[config.mk]
export PLATFORM = sky130hd
export DESIGN_NAME = bd4_rr_channel_arbiter
export DESIGN_NICKNAME = d
export VERILOG_FILES = /design/src/rtl/bd4_rr_channel_arbiter.sv
export SDC_FILE = /design/constraint.sdc
export NUM_CORES = 1
export LEC_CHECK = 0
export ABC_AREA = 1
export CAP_MARGIN = 0
export CELL_PAD_IN_SITES_DETAIL_PLACEMENT = 1
export CELL_PAD_IN_SITES_GLOBAL_PLACEMENT = 2
export CORE_UTILIZATION = 24
export CTS_CLUSTER_DIAMETER = 100
export CTS_CLUSTER_SIZE = 10
export DETAILED_ROUTE_END_ITERATION = 8
export GPL_TIMING_DRIVEN = 0
export PLACE_DENSITY = 0.86
export SLEW_MARGIN = 20
export SYNTH_ARGS = -nofsm -noshare
export SYNTH_HDL_FRONTEND = slang
export SYNTH_SLANG_ARGS = --single-unit
[constraint.sdc]
create_clock -name clk -period 2.4 [get_ports clk]
set_input_delay 0.48 -clock clk [delete_from_list [all_inputs] [get_ports clk]]
set_output_delay 0.48 -clock clk [all_outputs]
set_load 0.02 [all_outputs]
[src/rtl/bd4_rr_channel_arbiter.sv]
`default_nettype none
// ============================================================================
// Module   : bd4_rr_channel_arbiter
// Purpose  : Round-robin merge of N 4-phase bundled-data input channels onto
//            a single 4-phase bundled-data output channel.
// Config   : BD_ARB_SYNC_EN - 2-flop synchronizers on in_req and out_ack.
// Revision : 1.0 - initial release
// ============================================================================
module bd4_rr_channel_arbiter #(
   parameter int  N     = 4,
   parameter int  WIDTH = 8,
   localparam int IDW   = $clog2(N)
) (
   input  logic               clk,
   input  logic               rst_n,
   input  logic [N-1:0]       in_req,
   input  logic [N*WIDTH-1:0] in_data,
   output logic [N-1:0]       in_ack,
   output logic               out_req,
   output logic [WIDTH-1:0]   out_data,
   input  logic               out_ack,
   output logic [IDW-1:0]     grant_id,
   output logic               busy
);

   typedef enum logic [1:0] {
      S_IDLE = 2'd0,
      S_REQ  = 2'd1,
      S_ACK  = 2'd2,
      S_REL  = 2'd3
   } state_t;

   localparam logic [IDW:0]   c_N       = (IDW+1)'(N);
   localparam logic [IDW-1:0] c_PTR_RST = IDW'(N-1);

   logic [N-1:0] w_in_req;
   logic         w_out_ack;

`ifdef BD_ARB_SYNC_EN
   logic [N-1:0] r_req_s1;
   logic [N-1:0] r_req_s2;
   logic         r_ack_s1;
   logic         r_ack_s2;

   always_ff @(posedge clk or negedge rst_n) begin
      if (!rst_n) begin
         r_req_s1 <= '0;
         r_req_s2 <= '0;
         r_ack_s1 <= 1'b0;
         r_ack_s2 <= 1'b0;
      end else begin
         r_req_s1 <= in_req;
         r_req_s2 <= r_req_s1;
         r_ack_s1 <= out_ack;
         r_ack_s2 <= r_ack_s1;
      end
   end

   assign w_in_req  = r_req_s2;
   assign w_out_ack = r_ack_s2;
`else
   assign w_in_req  = in_req;
   assign w_out_ack = out_ack;
`endif

   logic [WIDTH-1:0] w_chan_data [N];

   generate
      for (genvar g = 0; g < N; g++) begin : g_unpack
         assign w_chan_data[g] = in_data[g*WIDTH +: WIDTH];
      end
   endgenerate

   state_t           r_state;
   state_t           w_state_nxt;
   logic [N-1:0]     r_in_ack;
   logic [N-1:0]     w_in_ack_nxt;
   logic             r_out_req;
   logic             w_out_req_nxt;
   logic [WIDTH-1:0] r_out_data;
   logic [WIDTH-1:0] w_out_data_nxt;
   logic [IDW-1:0]   r_grant_id;
   logic [IDW-1:0]   w_grant_id_nxt;
   logic             r_busy;
   logic             w_busy_nxt;
   logic [IDW-1:0]   r_rr_ptr;
   logic [IDW-1:0]   w_rr_ptr_nxt;

   // Search starts just after the last served channel, wrapping modulo N.
   logic [IDW:0]     w_idx;
   logic [IDW-1:0]   w_win;
   logic             w_found;

   always_comb begin
      w_idx   = '0;
      w_win   = '0;
      w_found = 1'b0;
      for (int k = 1; k <= N; k++) begin
         w_idx = {1'b0, r_rr_ptr} + (IDW+1)'(k);
         if (w_idx >= c_N) begin
            w_idx = w_idx - c_N;
         end
         if (!w_found && w_in_req[w_idx[IDW-1:0]]) begin
            w_win   = w_idx[IDW-1:0];
            w_found = 1'b1;
         end
      end
   end

   logic [N-1:0] w_grant_oh;
   assign w_grant_oh = {{(N-1){1'b0}}, 1'b1} << r_grant_id;

   always_comb begin
      w_state_nxt    = r_state;
      w_in_ack_nxt   = r_in_ack;
      w_out_req_nxt  = r_out_req;
      w_out_data_nxt = r_out_data;
      w_grant_id_nxt = r_grant_id;
      w_busy_nxt     = r_busy;
      w_rr_ptr_nxt   = r_rr_ptr;
      case (r_state)
         S_IDLE: begin
            if (w_found) begin
               w_out_data_nxt = w_chan_data[w_win];
               w_grant_id_nxt = w_win;
               w_out_req_nxt  = 1'b1;
               w_busy_nxt     = 1'b1;
               w_state_nxt    = S_REQ;
            end
         end
         S_REQ: begin
            if (w_out_ack) begin
               w_in_ack_nxt = w_grant_oh;
               w_state_nxt  = S_ACK;
            end
         end
         S_ACK: begin
            // A requester that withdrew early still sees this exit at once.
            if (!w_in_req[r_grant_id]) begin
               w_out_req_nxt = 1'b0;
               w_state_nxt   = S_REL;
            end
         end
         S_REL: begin
            if (!w_out_ack) begin
               w_in_ack_nxt = '0;
               w_rr_ptr_nxt = r_grant_id;
               w_busy_nxt   = 1'b0;
               w_state_nxt  = S_IDLE;
            end
         end
         default: begin
            w_state_nxt = S_IDLE;
         end
      endcase
   end

   always_ff @(posedge clk or negedge rst_n) begin
      if (!rst_n) begin
         r_state    <= S_IDLE;
         r_in_ack   <= '0;
         r_out_req  <= 1'b0;
         r_out_data <= '0;
         r_grant_id <= '0;
         r_busy     <= 1'b0;
         r_rr_ptr   <= c_PTR_RST;
      end else begin
         r_state    <= w_state_nxt;
         r_in_ack   <= w_in_ack_nxt;
         r_out_req  <= w_out_req_nxt;
         r_out_data <= w_out_data_nxt;
         r_grant_id <= w_grant_id_nxt;
         r_busy     <= w_busy_nxt;
         r_rr_ptr   <= w_rr_ptr_nxt;
      end
   end

   assign in_ack   = r_in_ack;
   assign out_req  = r_out_req;
   assign out_data = r_out_data;
   assign grant_id = r_grant_id;
   assign busy     = r_busy;

endmodule
`default_nettype wire

[After elaboration in Yosys (flattened, before gate mapping)]
Index checks and enable logic that the tools add are counted.
W data, S select, Z words.
Cells by class
  multipliers: 0
  $add $sub $neg: 8
  multiplexer cells: 38
  shifts and indexed selects: 1
  reductions and logical operators: 16
  $lt $le $gt $ge: 10
  bitwise gates (word level): 2
  equality and inequality tests: 7
  divide/modulo/power cells: 0
Operator list (number)
  $mux W2: 12
  $bmux W8 S2: 1
  $mux W8: 2
  $ge A3 B3 Y1 const B: 5
  $lt A2 B3 Y1 const B: 5
  $mux W1: 12
  $bmux W1 S2: 5
  $reduce_and A3 Y1: 3
  $mux W4: 2
  $ne A2 B2 Y1 const B: 4
  $pmux W2 S4: 1
  $pmux W4 S2: 1
  $sub A2 B1 Y2 const B: 4
  $add A2 B2 Y3 const B: 2
  $reduce_bool A2 Y1: 3
  $eq A2 B2 Y1 const B: 2
  $pmux W1 S2: 2
  $reduce_and A2 Y1: 2
  $reduce_and A4 Y1: 1
  $shl A1 B2 Y4 const A: 1
  $add A2 B1 Y3 const B: 1
  $add A2 B3 Y3 const B: 1
  $logic_and A1 B1 Y1: 3
  $logic_not A1 Y1: 3
  other kinds (4): 4
Word-level totals
  ROM bits: 0
  bits in registers: 20
  bits in writable memories: 0
  memories kept: 0
  word-level logic and storage cells: 89
  bits of input ports: 39
  bits in latches: 0

[Longest topological paths before layout]
Gate-level depths: netlist (run 1).
  depth after elaboration: 19
  gate-level depth with buffers: 17
  depth with buffers taken out: 15

[Worst setup path before layout (run 1)]
OpenSTA, ideal clock, no wires.
  path kind: register -> register
  start: register r_rr_ptr[1]
  end: register r_out_data[0], in the netlist out_data[0]
  setup slack: 0.592 ns
  stages on the path, launching flop included: 18
  arrival: 1.692 ns
  buffers on the path: 2
  library setup time: 0.116 ns
  clock period less this slack: 1.808 ns
  path through: dfstp_2 > buf_4 > inv_4 > nand2_2 > nand2_2 > nand2_4 > nand2_4 > inv_2 > nand2_4 > nor2_4 > nand2_4 > nand2_4 > buf_12 > nand2_2 > nand3_1 > nand2_1 > nand2_1 > nand2_1
Between the ends
  longest elaborated chain between the ends: 19
  elaborated cells on any way between the ends: 43
  those cells by class: 8 x add/sub; 4 x order compare; 23 x mux; 1 x bitwise; 7 x reduce/logical
RTL lines
  from (decl): RTL line 86  | logic [IDW-1:0] r_rr_ptr;
  from (signal assigned): RTL line 166  | r_rr_ptr <= c_PTR_RST;
  from (signal assigned): RTL line 174  | r_rr_ptr <= w_rr_ptr_nxt;
  $add A2 B1 Y3: RTL line 99  | w_idx = {1'b0, r_rr_ptr} + (IDW+1)'(k);
  $ge A3 B3 Y1 or $sub A2 B1 Y2 (tied branches): RTL line 100, 101
  $mux W2: RTL line 100  | if (w_idx >= c_N) begin
  $bmux W1 S2: RTL line 103  | if (!w_found && w_in_req[w_idx[IDW-1:0]]) begin
  $mux W1 (implied by the code): RTL line 103
  $mux W1: RTL line 103
  $logic_not A1 Y1: RTL line 103
  $logic_and A1 B1 Y1: RTL line 103
  [... 2 more ...]
  $logic_and A1 B1 Y1: RTL line 103
  $mux W1: RTL line 103
  $logic_not A1 Y1: RTL line 103
  $logic_and A1 B1 Y1: RTL line 103
  $mux W2: RTL line 103
  $not A2 Y3 (implied by the code): RTL line 124  | w_out_data_nxt = w_chan_data[w_win];
  $bmux W8 S2: RTL line 124
  $mux W8 (implied by the code) (2 in series): RTL line 124
  to (signal assigned): RTL line 171  | r_out_data <= w_out_data_nxt;
  to (decl): RTL line 80  | logic [WIDTH-1:0] r_out_data;
Several ways; a longest one is shown, not always the timed one. The select of a mux whose other input is x is not followed.
A chain may end at the register's enable or synchronous reset.

[Worst setup path after layout (run 1)]
  start: input in_req[3]
  end: register r_out_data[0], in the netlist out_data[0]
Between the ends
  longest elaborated chain between the ends: 16
  elaborated cells on any way between the ends: 27
  those cells by class: 19 x mux; 1 x bitwise; 7 x reduce/logical
RTL lines
  from (decl): RTL line 16  | input logic [N-1:0] in_req,
  $bmux W1 S2: RTL line 103
  $mux W1 (implied by the code): RTL line 103
  $mux W1: RTL line 103
  $logic_not A1 Y1: RTL line 103
  $logic_and A1 B1 Y1: RTL line 103
  $mux W1: RTL line 103
  $logic_not A1 Y1: RTL line 103
  $logic_and A1 B1 Y1: RTL line 103
  $mux W1: RTL line 103
  $logic_not A1 Y1: RTL line 103
  $logic_and A1 B1 Y1: RTL line 103
  $mux W2: RTL line 103
  $not A2 Y3 (implied by the code): RTL line 124
  $bmux W8 S2: RTL line 124
  $mux W8 (implied by the code) (2 in series): RTL line 124
Several ways; a longest one is shown, not always the timed one. The select of a mux whose other input is x is not followed.

==> impl_results.md, run 1 <==
- Status: complete, no violations
- Initial antenna violation count: 0
- Vias in the first global route: 1770
- Diode count: 0
- Power, Total: between 3 and 4 mW
- Area share of and/or/nand/nor cells after synthesis: about 46%
- Final ANT Viol Nets: 0
- RSZ-0062 raised after global routing: no
- Dominant cell type by area after synthesis: dfrtp_1
- CP endpoint kind: register
- DR vias/cell: 4.516
- Fraction of registers with async set/reset: 100.0%
- EDFF count, synth: 0
- Nets: around 350
- Hold_buf cts: 0
- Chip width: 85.24 um
- Ports: 55
- HP Class: reg -> reg
- Worst Path Required: about 2600 ps
- Post_cts resized: 0
- Routed WL: 4.766 mm
- Adder-Cell Fraction of Synth Area: between 3 and 4%
- Area of the multi-input gates: between 900 and 1000 um2
- Top cells by count, synth: nand2_1 (74), inv_1 (45), nand3_1 (41), dfrtp_1 (18), nand2_2 (18)
- Yosys reg bits: 20
- TritonCTS buffer count: 3
- Cell area after synthesis: approximately 1700 um2
- Post-Place Cells: 380
- First-pass GRT wire length: slightly above 8 mm
- Die Y-Extent: ~85 um
- Core ar.: around 6500 um2
- Crit share post-route: about nine tenths
- DRC viols: 0
- Final Hold Fails: 0
- WS Path Type: in -> reg
- Count leader, synth: nand2_1
- Deepest clock path buffer count: 2
- H-Tree Depth: 1
- Yosys top cell area share: 27.09%
- Fillers: around 830
- Final Critical Period: between 2000 and 2500 ps
- TritonRoute pass-1 iters: 4
- Grt total ovfl: 0
- Total GRT Usage: between 10% and 20%
- Rel. slew slack: 38.02%
- Synth Area in XOR/XNOR: 0%
- Max-Cap Viols: 0
- Initial cell density of the core: between 20% and 30%
- Pwr dens: ~1500 nW/um2
- Row count: 29
- Postcts setup bufs: 0
- Maximum VDD drop: 0.0004595 V
- Fin. max-slew vios: 0
- Fraction of synthesized area in multiplexers: 0%
- HPWL after DPL: 3.796 mm
- CP Launch Type: input port
- Pleak: 1.211 nW
- Mean area per synthesized cell: about 6.7 um2
- CTS sink count: 20
- Distinct cells, synth: 26
- Initial detailed-routing violation count: 41
- Syn nets: about 290
- Die footprint: between 7000 and 8000 um2
- Arr. time, crit path: around 2300 ps
- Fraction of layout cells with a size suffix above 1: around 14%
- Dominant synthesized flop cell: dfrtp_1
- Final setup violating endpoints: 0
- Register area: around 500 um2
- Peak Freq: between 400 and 500 MHz
- Layout Cells excl Fill: 384
- Area contributors post-synth: dfrtp_1 (27%), nand2_1 (17%), nand3_1 (12%)
- Worst Skew: between 5 and 6 ps
- Ys Warns: 0
- Largest family of logic cells by synthesized area: simple AND/OR/NAND/NOR gates
- Largest net degree at the start of global routing: 21
- Vias: around 1700
- Worst-Skew Late Latency: 260 ps
- Compound-Gate Fraction of Synth Area: under 10%
- Gate Count Post-Synth: roughly 250
- P&R area growth vs syn: 42.59%
- Worst slew pin tran: roughly 900 ps
- Reg clk slew, reported paths: roughly 80 ps
- GP Congestion: ~0.81
- Sequential fraction of the synthesis area: a little under a third
- Crit-path max FO: 10
- Clock tree root buffer cell: clkbuf_8
- CTS tree: yes
- Port Buf Inserts: 54
- WL/cell: approximately 12 um
critical path, stage by stage:
cell             delay, ps
clkdlybuf4s50_1        520
inv_1                   60
nand2_1                 70
nand2_1                 80
nand2_1                 60
nand2_1                 70
nand2_1                110
nand2_4                 70
nor2_4                  90
nand2_4                 90
nand2_4                130
buf_12                 150
nand2_2                 40
nand3_1                 60
nand2_1                 80
nand2_1                 60
nand2_1                 60
logic make-up after synthesis:
group           after synthesis
flops                        20
compound gates               17
buf+inv                      55
simple gates                153
fa+ha+maj                     4
cell usage in the layout, fill, tap and decap left out, drive strengths merged:
master	instances
nand2	97
clkdlybuf4s50	54
inv	48
nand3	42
dfrtp	18
o21ai	13
nand4	7
nor2	6
buf	6
ha	4
clkbuf	4
a21oi	3
dfstp	2
or2	1
o211ai	1
bufinv	1
final timing paths:
path	startpoint	end	slack, ps	cells past startpoint
hold / removal	out_data[4]$_DFFE_PN0P_	out_data[4]$_DFFE_PN0P_	490	2
hold reg to reg	out_data[4]$_DFFE_PN0P_	out_data[4]$_DFFE_PN0P_	490	2
setup / recovery	in_req[3]	out_data[0]$_DFFE_PN0P_	260	17
setup reg to reg	r_rr_ptr[1]$_DFFE_PN1P_	out_data[0]$_DFFE_PN0P_	330	17
min in group asynchronous	rst_n	out_data[7]$_DFFE_PN0P_	730	1
max in group asynchronous	rst_n	in_ack[0]$_DFFE_PN0P_	1100	1
routing by layer:
metal  GRT usage, %  vias up  part of all wire [%]
met3          2.821        2                   4.8
met5              0        -                     0
met4         0.9245        0                  0.34
met1          17.89      800                    47
met2          25.66       45                    48
li1               -      887                     -
flip-flops by register name, summed over array words and instances (netlist names):
register,cells
out_data,8
in_ack,4
grant_id,2
r_rr_ptr,2
r_state,2
busy,1
out_req,1
area by class of cell:
cell class	instances	share of cell area, %
multi-input cells	174	38.26
well taps	77	4.063
plain buffers	7	2.639
clock buffers	3	1.741
inverters	48	8.021
repair buffers	54	22.80
flip-flops and latches	20	21.21
clock inverters	1	1.266
stage by stage:
| step | area, um2 | hold slack, ps | setup slack, ps | setup TNS, ps | util, % |
|---|---|---|---|---|---|
| 2_1_floorplan | 1663 | 184.4 | 591.8 | 0 | - |
| 3_3_place_gp | 2300 | 465.4 | -52.88 | -182.0 | 35.21 |
| 3_5_place_dp | 2300 | 467.5 | -52.32 | -173.0 | 35.21 |
| 4_1_cts | 2371 | 489.3 | 226.2 | 0 | 36.30 |
| 5_1_grt | 2371 | 512.7 | 65.94 | 0 | 36.30 |
| 6_report | 2371 | 487.2 | 255.3 | 0 | 36.30 |
where the power goes:
group	total (mW)	leakage, nW	switching, mW	internal (mW)
registers	0.621	0.247	0.113	0.507
clock network	0.339	0.0357	0.116	0.223
logic	2.60	0.928	1.61	0.995
total	3.56	1.21	1.84	1.73
(Power assumes the default switching activity.)
==> run 2: changes to the inputs <==
--- a/config.mk
+++ b/config.mk
@@ -15,6 +15,7 @@
 export DETAILED_ROUTE_END_ITERATION = 8
 export GPL_TIMING_DRIVEN = 0
 export PLACE_DENSITY = 0.86
+export SKIP_LAST_GASP = 1
 export SLEW_MARGIN = 20
 export SYNTH_ARGS = -nofsm -noshare
 export SYNTH_HDL_FRONTEND = slang
==> results of run 2 <==
Final layout, timing and power as in run 1 (identical DEF).
